**config.mk**
```make
export PLATFORM = sky130hd
export DESIGN_NAME = fmul_seq_ctrl_flat
export DESIGN_NICKNAME = d
export VERILOG_FILES = /design/src/rtl/fmul_seq_ctrl_if.sv /design/src/rtl/fmul_seq_ctrl.sv /design/src/flat_wrapper.sv
export SDC_FILE = /design/constraint.sdc
export NUM_CORES = 1
export LEC_CHECK = 0
export BUFFER_PORTS_ARGS = -buffer_cell sky130_fd_sc_hd__buf_2
export CAP_MARGIN = 10
export CORE_ASPECT_RATIO = 0.6
export CORE_MARGIN = 2
export CORE_UTILIZATION = 30
export CTS_BUF_LIST = sky130_fd_sc_hd__clkbuf_2
export DETAILED_ROUTE_END_ITERATION = 7
export GPL_ROUTABILITY_DRIVEN = 0
export GPL_TIMING_DRIVEN = 0
export PLACE_DENSITY = 0.6
export SLEW_MARGIN = 20
export SYNTH_ARGS = -nofsm -noshare
export SYNTH_HDL_FRONTEND = slang
export SYNTH_SLANG_ARGS = --single-unit
```
**constraint.sdc**
```tcl
create_clock -name clk -period 4.75 [get_ports clk]
set_clock_uncertainty 0.15 [all_clocks]
set_input_delay 0.7125 -clock clk [delete_from_list [all_inputs] [get_ports clk]]
set_output_delay 0.7125 -clock clk [all_outputs]
set_load 0.02 [all_outputs]
```
**src/rtl/fmul_seq_ctrl_if.sv**
```systemverilog
// Handshake and multiplier-facing bus of the FP32 multiply sequencer.
// slave is the sequencer side; master is the requester plus the external multiplier.
interface fmul_seq_ctrl_if;
    logic        start;
    logic [31:0] a;
    logic [31:0] b;
    logic [31:0] fmul_a;
    logic [31:0] fmul_b;
    logic [31:0] fmul_result;
    logic [31:0] result;
    logic        flag_invalid;
    logic        flag_overflow;
    logic        flag_underflow;
    logic        flag_zero;
    logic        busy;
    logic        done;

    modport slave (
        input  start, a, b, fmul_result,
        output fmul_a, fmul_b, result,
               flag_invalid, flag_overflow, flag_underflow, flag_zero,
               busy, done
    );

    modport master (
        output start, a, b, fmul_result,
        input  fmul_a, fmul_b, result,
               flag_invalid, flag_overflow, flag_underflow, flag_zero,
               busy, done
    );
endinterface

```
**src/rtl/fmul_seq_ctrl.sv**
```systemverilog
// Multi-cycle sequencer around a combinational FP32 multiplier: latches operands,
// short-circuits special operands, waits LAT cycles, then fixes up the exponent.
module fmul_seq_ctrl #(
    parameter int unsigned LAT  = 1,
    parameter logic [31:0] QNAN = 32'h7FC00000
) (
    input  logic           clk,
    input  logic           reset,
    fmul_seq_ctrl_if.slave bus
);

    typedef enum logic [1:0] {IDLE, CLASSIFY, COMPUTE, DONE} state_t;

    state_t     state;
    state_t     state_nxt;
    logic [3:0] cnt;

    logic [7:0] ea, eb;
    logic       sgn;
    logic       a_zero, b_zero, a_inf, b_inf, a_nan, b_nan;
    logic       any_nan, any_inf, any_zero, is_invalid, is_special;

    // Bits [33:32] = {overflow, underflow}; [31:0] = fixed-up product.
    function automatic logic [33:0] exp_fixup(input logic [7:0]  xa,
                                              input logic [7:0]  xb,
                                              input logic [31:0] prod,
                                              input logic        s);
        logic signed [9:0] e;
        e = $signed({2'b00, xa}) + $signed({2'b00, xb}) - 10'sd127;
        // The multiplier bumps the exponent when the mantissa product reaches 2.0.
        if (prod[30:23] != e[7:0])
            e = e + 10'sd1;
        if (e >= 10'sd255)
            exp_fixup = {2'b10, s, 8'hFF, 23'h0};
        else if (e <= 10'sd0)
            exp_fixup = {2'b01, s, 31'h0};
        else
            exp_fixup = {2'b00, s, e[7:0], prod[22:0]};
    endfunction

    assign ea       = bus.fmul_a[30:23];
    assign eb       = bus.fmul_b[30:23];
    assign sgn      = bus.fmul_a[31] ^ bus.fmul_b[31];
    assign a_zero   = (ea == 8'h00);
    assign b_zero   = (eb == 8'h00);
    assign a_inf    = (ea == 8'hFF) && (bus.fmul_a[22:0] == 23'h0);
    assign b_inf    = (eb == 8'hFF) && (bus.fmul_b[22:0] == 23'h0);
    assign a_nan    = (ea == 8'hFF) && (bus.fmul_a[22:0] != 23'h0);
    assign b_nan    = (eb == 8'hFF) && (bus.fmul_b[22:0] != 23'h0);
    assign any_nan  = a_nan | b_nan;
    assign any_inf  = a_inf | b_inf;
    assign any_zero = a_zero | b_zero;
    assign is_invalid = any_nan | (a_inf & b_zero) | (b_inf & a_zero);
    assign is_special = any_nan | any_inf | any_zero;

    always_ff @(posedge clk) begin
        if (reset)
            state <= IDLE;
        else
            state <= state_nxt;
    end

    always_comb begin
        state_nxt = state;
        case (state)
            IDLE:     if (bus.start) state_nxt = CLASSIFY;
            CLASSIFY: state_nxt = is_special ? DONE : COMPUTE;
            COMPUTE:  if (cnt == 4'd0) state_nxt = DONE;
            DONE:     state_nxt = bus.start ? CLASSIFY : IDLE;
            default:  state_nxt = IDLE;
        endcase
    end

    always_comb begin
        bus.busy = (state == CLASSIFY) || (state == COMPUTE);
        bus.done = (state == DONE);
    end

    always_ff @(posedge clk) begin
        if (reset) begin
            cnt                <= 4'd0;
            bus.fmul_a         <= 32'h0;
            bus.fmul_b         <= 32'h0;
            bus.result         <= 32'h0;
            bus.flag_invalid   <= 1'b0;
            bus.flag_overflow  <= 1'b0;
            bus.flag_underflow <= 1'b0;
            bus.flag_zero      <= 1'b0;
        end else begin
            case (state)
                IDLE, DONE: begin
                    if (bus.start) begin
                        bus.fmul_a         <= bus.a;
                        bus.fmul_b         <= bus.b;
                        bus.flag_invalid   <= 1'b0;
                        bus.flag_overflow  <= 1'b0;
                        bus.flag_underflow <= 1'b0;
                        bus.flag_zero      <= 1'b0;
                    end
                end
                CLASSIFY: begin
                    if (is_invalid) begin
                        bus.result       <= QNAN;
                        bus.flag_invalid <= 1'b1;
                    end else if (any_inf) begin
                        bus.result <= {sgn, 8'hFF, 23'h0};
                    end else if (any_zero) begin
                        bus.result    <= {sgn, 31'h0};
                        bus.flag_zero <= 1'b1;
                    end else begin
                        cnt <= 4'(LAT - 1);
                    end
                end
                COMPUTE: begin
                    if (cnt == 4'd0) begin
                        {bus.flag_overflow, bus.flag_underflow, bus.result}
                            <= exp_fixup(ea, eb, bus.fmul_result, sgn);
                        bus.flag_zero <= exp_fixup(ea, eb, bus.fmul_result, sgn) >= 34'h1_0000_0000
                                         && exp_fixup(ea, eb, bus.fmul_result, sgn) < 34'h2_0000_0000;
                    end else begin
                        cnt <= cnt - 4'd1;
                    end
                end
                default: ;
            endcase
        end
    end

endmodule

```
**src/flat_wrapper.sv**
```systemverilog
// flat-port wrapper written by rule: the top's interface ports become plain ports
module fmul_seq_ctrl_flat 
#(
    parameter int unsigned LAT  = 1,
    parameter logic [31:0] QNAN = 32'h7FC00000
)
  (clk, reset, bus_start, bus_a, bus_b, bus_fmul_result, bus_fmul_a, bus_fmul_b, bus_result, bus_flag_invalid, bus_flag_overflow, bus_flag_underflow, bus_flag_zero, bus_busy, bus_done);
  fmul_seq_ctrl_if bus_i ();
  input  logic clk;
  input  logic reset;
  input wire logic [$bits(bus_i.start)-1:0] bus_start;
  input wire logic [$bits(bus_i.a)-1:0] bus_a;
  input wire logic [$bits(bus_i.b)-1:0] bus_b;
  input wire logic [$bits(bus_i.fmul_result)-1:0] bus_fmul_result;
  output wire logic [$bits(bus_i.fmul_a)-1:0] bus_fmul_a;
  output wire logic [$bits(bus_i.fmul_b)-1:0] bus_fmul_b;
  output wire logic [$bits(bus_i.result)-1:0] bus_result;
  output wire logic [$bits(bus_i.flag_invalid)-1:0] bus_flag_invalid;
  output wire logic [$bits(bus_i.flag_overflow)-1:0] bus_flag_overflow;
  output wire logic [$bits(bus_i.flag_underflow)-1:0] bus_flag_underflow;
  output wire logic [$bits(bus_i.flag_zero)-1:0] bus_flag_zero;
  output wire logic [$bits(bus_i.busy)-1:0] bus_busy;
  output wire logic [$bits(bus_i.done)-1:0] bus_done;
  assign bus_i.start = bus_start;
  assign bus_i.a = bus_a;
  assign bus_i.b = bus_b;
  assign bus_i.fmul_result = bus_fmul_result;
  assign bus_fmul_a = bus_i.fmul_a;
  assign bus_fmul_b = bus_i.fmul_b;
  assign bus_result = bus_i.result;
  assign bus_flag_invalid = bus_i.flag_invalid;
  assign bus_flag_overflow = bus_i.flag_overflow;
  assign bus_flag_underflow = bus_i.flag_underflow;
  assign bus_flag_zero = bus_i.flag_zero;
  assign bus_busy = bus_i.busy;
  assign bus_done = bus_i.done;
  fmul_seq_ctrl #(.LAT(LAT), .QNAN(QNAN)) u_core (.clk(clk), .reset(reset), .bus(bus_i));
endmodule
```
==> load_flow_metrics.sql <==
INSERT INTO impl_metrics (metric_group, metric, value, unit) VALUES
('die', 'placement_rows', '38', ''),
('logic_synthesis', 'net_count_after_synthesis', '815', ''),
('hold_path', 'worst_hold_path.num_cells', '3', ''),
('sta', 'unrepaired_setup_endpoints_after_global_routing', 'yes', ''),
('routing', 'detail_route.iter0.violations', '325', ''),
('clocking', 'tritoncts', 'yes', ''),
('routing', 'route.final.wire_length', '18040', 'um'),
('placed_design', 'hpwlAfterDp', '14070', 'um'),
('sta', 'timing_hold_violations_final', '0', ''),
('critical_path', 'reg2reg_setup_slack', '0.17', 'ns'),
('status', 'result_of_the_run', 'completed', ''),
('clocking', 'clock-sinks', '106', ''),
('grt', 'global_route.overflow_total', '0', ''),
('hold_path', 'timing.hold.worst_endpoint', 'u_core.bus.fmul_b[3]', ''),
('clocking', 'htree_num_levels', '3', ''),
('sta', 'drv_slew', '0', ''),
('die', 'die_h', '108.5', 'um'),
('power_and_ir_drop', 'part_of_the_power_in_registers', '32.5', '%'),
('die', 'dieArea', '19340', 'um^2'),
('grt', 'grt_usage', '18.33', '%'),
('critical_path', 'max_stage_delay', '0.56', 'ns'),
('clocking', 'clock_insertion_delay_worst_skew', '0.60', 'ns'),
('critical_path', 'timing.rr.start', 'u_core.bus.fmul_a[23]', ''),
('layout', 'syn2layout_area_growth', '28.20', '%'),
('critical_path', 'worstSetupEndpointType', 'flop', ''),
('layout', 'layout.core_utilization', '38.97', '%'),
('routing', 'detail_route.wl_per_cell', '15.62', 'um'),
('layout', 'post_route_cells_drive_above_1_share', '28.63', '%'),
('logic_synthesis', 'post_synth_num_cell_types', '71', ''),
('logic_synthesis', 'synthCells', '697', ''),
('hold_path', 'hold_path.startpoint', 'bus_b[3]', ''),
('clocking', 'clockBufferDepth', '2', ''),
('routing', 'drtAntennaViolNets', '0', ''),
('logic_synthesis', 'synth_edf_count', '0', ''),
('critical_path', 'critical_path.reg2reg.endpoint', 'u_core.bus.result[30]', ''),
('critical_path', 'path_max_fanout', '6', ''),
('critical_path', 'criticalPathCategory', 'reg2reg', ''),
('placed_design', 'dpl_cell_area', '6754', 'um^2'),
('grt', 'first_global_vias', '5107', ''),
('placed_design', 'number_of_input_and_output_port_buffers_inserted', '198', ''),
('die', 'initial_core_util', '30.40', '%'),
('logic_synthesis', 'post_synthesis_sequential_element_count', '106', ''),
('grt', 'initial_antenna_violation_count', '2', ''),
('critical_path', 'crit_path_top_delay_cell', 'sky130_fd_sc_hd__or4_4', ''),
('grt', 'grt_start_max_net_pins', '19', ''),
('flow_run', 'max-cap-violations', '0', ''),
('layout', 'mostFrequentLayoutCell', 'sky130_fd_sc_hd__buf_2', ''),
('critical_path', 'timing.critical_path.depth', '16', ''),
('routing', 'via_count', '5695', ''),
('die', 'chipWidth', '178.2', 'um'),
('sta', 'slew_headroom', '52.81', '%'),
('power_and_ir_drop', 'p_per_area', '531.4', 'nW/um^2'),
('logic_synthesis', 'share_of_async_settable_or_async_resettable_flops_after_synthesis', '0', '%'),
('critical_path', 'crit_buf_inv', '2', ''),
('sta', 'worstMarginPinSlew', '0.7025', 'ns'),
('placed_design', 'dpl_worst_slack', '-0.3418', 'ns'),
('die', 'core-area', '17970', 'um^2'),
('clocking', 'cts_made_buffers', '9', ''),
('critical_path', 'worst-r2r-cell-count', '16', ''),
('routing', 'residual_drc', '0', ''),
('routing', 'drt_first_pass_iters', '5', ''),
('hold_path', 'min_path_type', 'in2reg', ''),
('sta', 'finalSetupTns', '0', 'ns'),
('critical_path', 'critPathTopFamily', 'simple AND/OR/NAND/NOR gates', ''),
('layout', 'insertedDiodeCount', '0', ''),
('logic_synthesis', 'syn_area_per_cell', '7.838', 'um^2'),
('die', 'top_level_ports', '201', ''),
('clocking', 'ctsRootBufferMaster', 'sky130_fd_sc_hd__clkbuf_2', ''),
('grt', 'wire_length_of_the_first_global_routing_pass', '27880', 'um'),
('layout', 'stdcell_area', '7003', 'um^2'),
('logic_synthesis', 'yosys_warnings', '0', '');
==> worst max path at each step <==
stage,slack [ns],end,startpoint
2_1_floorplan,0.30,u_core.bus.result[30],u_core.bus.fmul_a[23]
3_3_place_gp,-0.36,u_core.bus.result[2],u_core.bus.fmul_a[23]
5_1_grt,-0.05,u_core.bus.result[30],u_core.bus.fmul_b[23]
3_5_place_dp,-0.34,u_core.bus.result[21],u_core.bus.fmul_a[23]
6_report,0.17,u_core.bus.result[30],u_core.bus.fmul_a[23]
4_1_cts,0.01,u_core.bus.result[21],u_core.bus.fmul_a[23]
==> cell type report <==
| type | instances | area, um^2 |
|---|---|---|
| plain buffers | 40 | 177.7 |
| inverters | 17 | 63.81 |
| repair buffers | 203 | 1028 |
| multi-input cells | 533 | 3183 |
| clock inverters | 7 | 73.82 |
| fillers | 1945 | 10970 |
| clock buffers | 9 | 45.04 |
| flip-flops and latches | 106 | 2131 |
| well taps | 240 | 300.3 |
==> synthesized netlist by cell type (all sizes together), types with 3 or more instances <==
cell,count,area share [%]
nand2,184,13
dfxtp,106,39
a21oi,86,8.0
nand3,33,3.2
clkbuf,29,2.0
o31ai,28,3.8
nor2,24,1.7
ha,18,4.1
nor4,18,2.3
inv,17,1.2
nor3,15,1.6
xnor2,13,2.4
buf,12,1.1
nand4,10,1.1
o21ai,9,0.82
a22oi,7,0.96
xor2,7,1.1
a211oi,6,0.92
or4,6,0.89
a31oi,5,0.69
and3,5,0.57
or3,5,0.66
and2,4,0.46
mux2i,4,0.73
nand2b,4,0.46
a21o,3,0.41
==> power by group through the flow <==
stage          registers [W]  logic [W]  clock network, W
2_1_floorplan        0.00136    0.00122                 0
3_3_place_gp         0.00123    0.00198                 0
3_5_place_dp         0.00123    0.00198                 0
4_1_cts              0.00121    0.00201          0.000488
5_1_grt              0.00124    0.00227          0.000516
6_report             0.00121    0.00205          0.000461
==> per-stage QoR <==
stage / hold WS, ns / power [W] / std cells
5_1_grt: 0.06264 / 0.004022 / 1155
6_report: 0.1353 / 0.003721 / 1155
2_1_floorplan: 0.3149 / 0.002580 / 697
3_5_place_dp: 0.2867 / 0.003208 / 1135
4_1_cts: 0.06102 / 0.003710 / 1153
3_3_place_gp: 0.2784 / 0.003205 / 1135
==> state kept, by name (all words and copies together), names as in the netlist <==
signal,flops
u_core.bus.flag_invalid,1
u_core.bus.flag_overflow,1
u_core.bus.flag_underflow,1
u_core.bus.flag_zero,1
u_core.bus.fmul_a,32
u_core.bus.fmul_b,32
u_core.bus.result,32
u_core.cnt,4
u_core.state,2
==> repair_timing <==
item / CTS / global route
setup buffers: 2 / 3
hold buffers: 0 / 0
setup endpoints to repair: 34 / 33
pin swaps: 2 / 4
gates cloned: 0 / 0
gates resized for setup: 10 / 14
==> metal layers <==
metal | part of all wire (%) | wire length [um] | global-route usage (%)
met2 | 38 | 6859 | 25.28
met1 | 52 | 9342 | 27.68
met5 | 0.12 | 21 | 0
met4 | 0.36 | 65 | 2.787
met3 | 9.7 | 1748 | 6.048
==> worst min-delay path, cell delays in order <==
cell	delay (ns)
sky130_fd_sc_hd__buf_2	0.09
sky130_fd_sc_hd__nand2_1	0.04
sky130_fd_sc_hd__a21oi_1	0.05
==> logic make-up (layout without fill, tap and decap cells) <==
group	after synthesis	in the layout	synth area share, %
XOR/XNOR	22	22	4.306
multiplexers	6	6	1.145
AND/OR/NAND/NOR	321	321	27.60
adder cells (fa/ha/maj)	19	19	4.489
buffers and inverters	58	276	4.260
flip-flops	106	106	38.85
AO/OA/AOI/OAI	165	165	19.35
No activity file was read; power rests on OpenSTA's default activity.
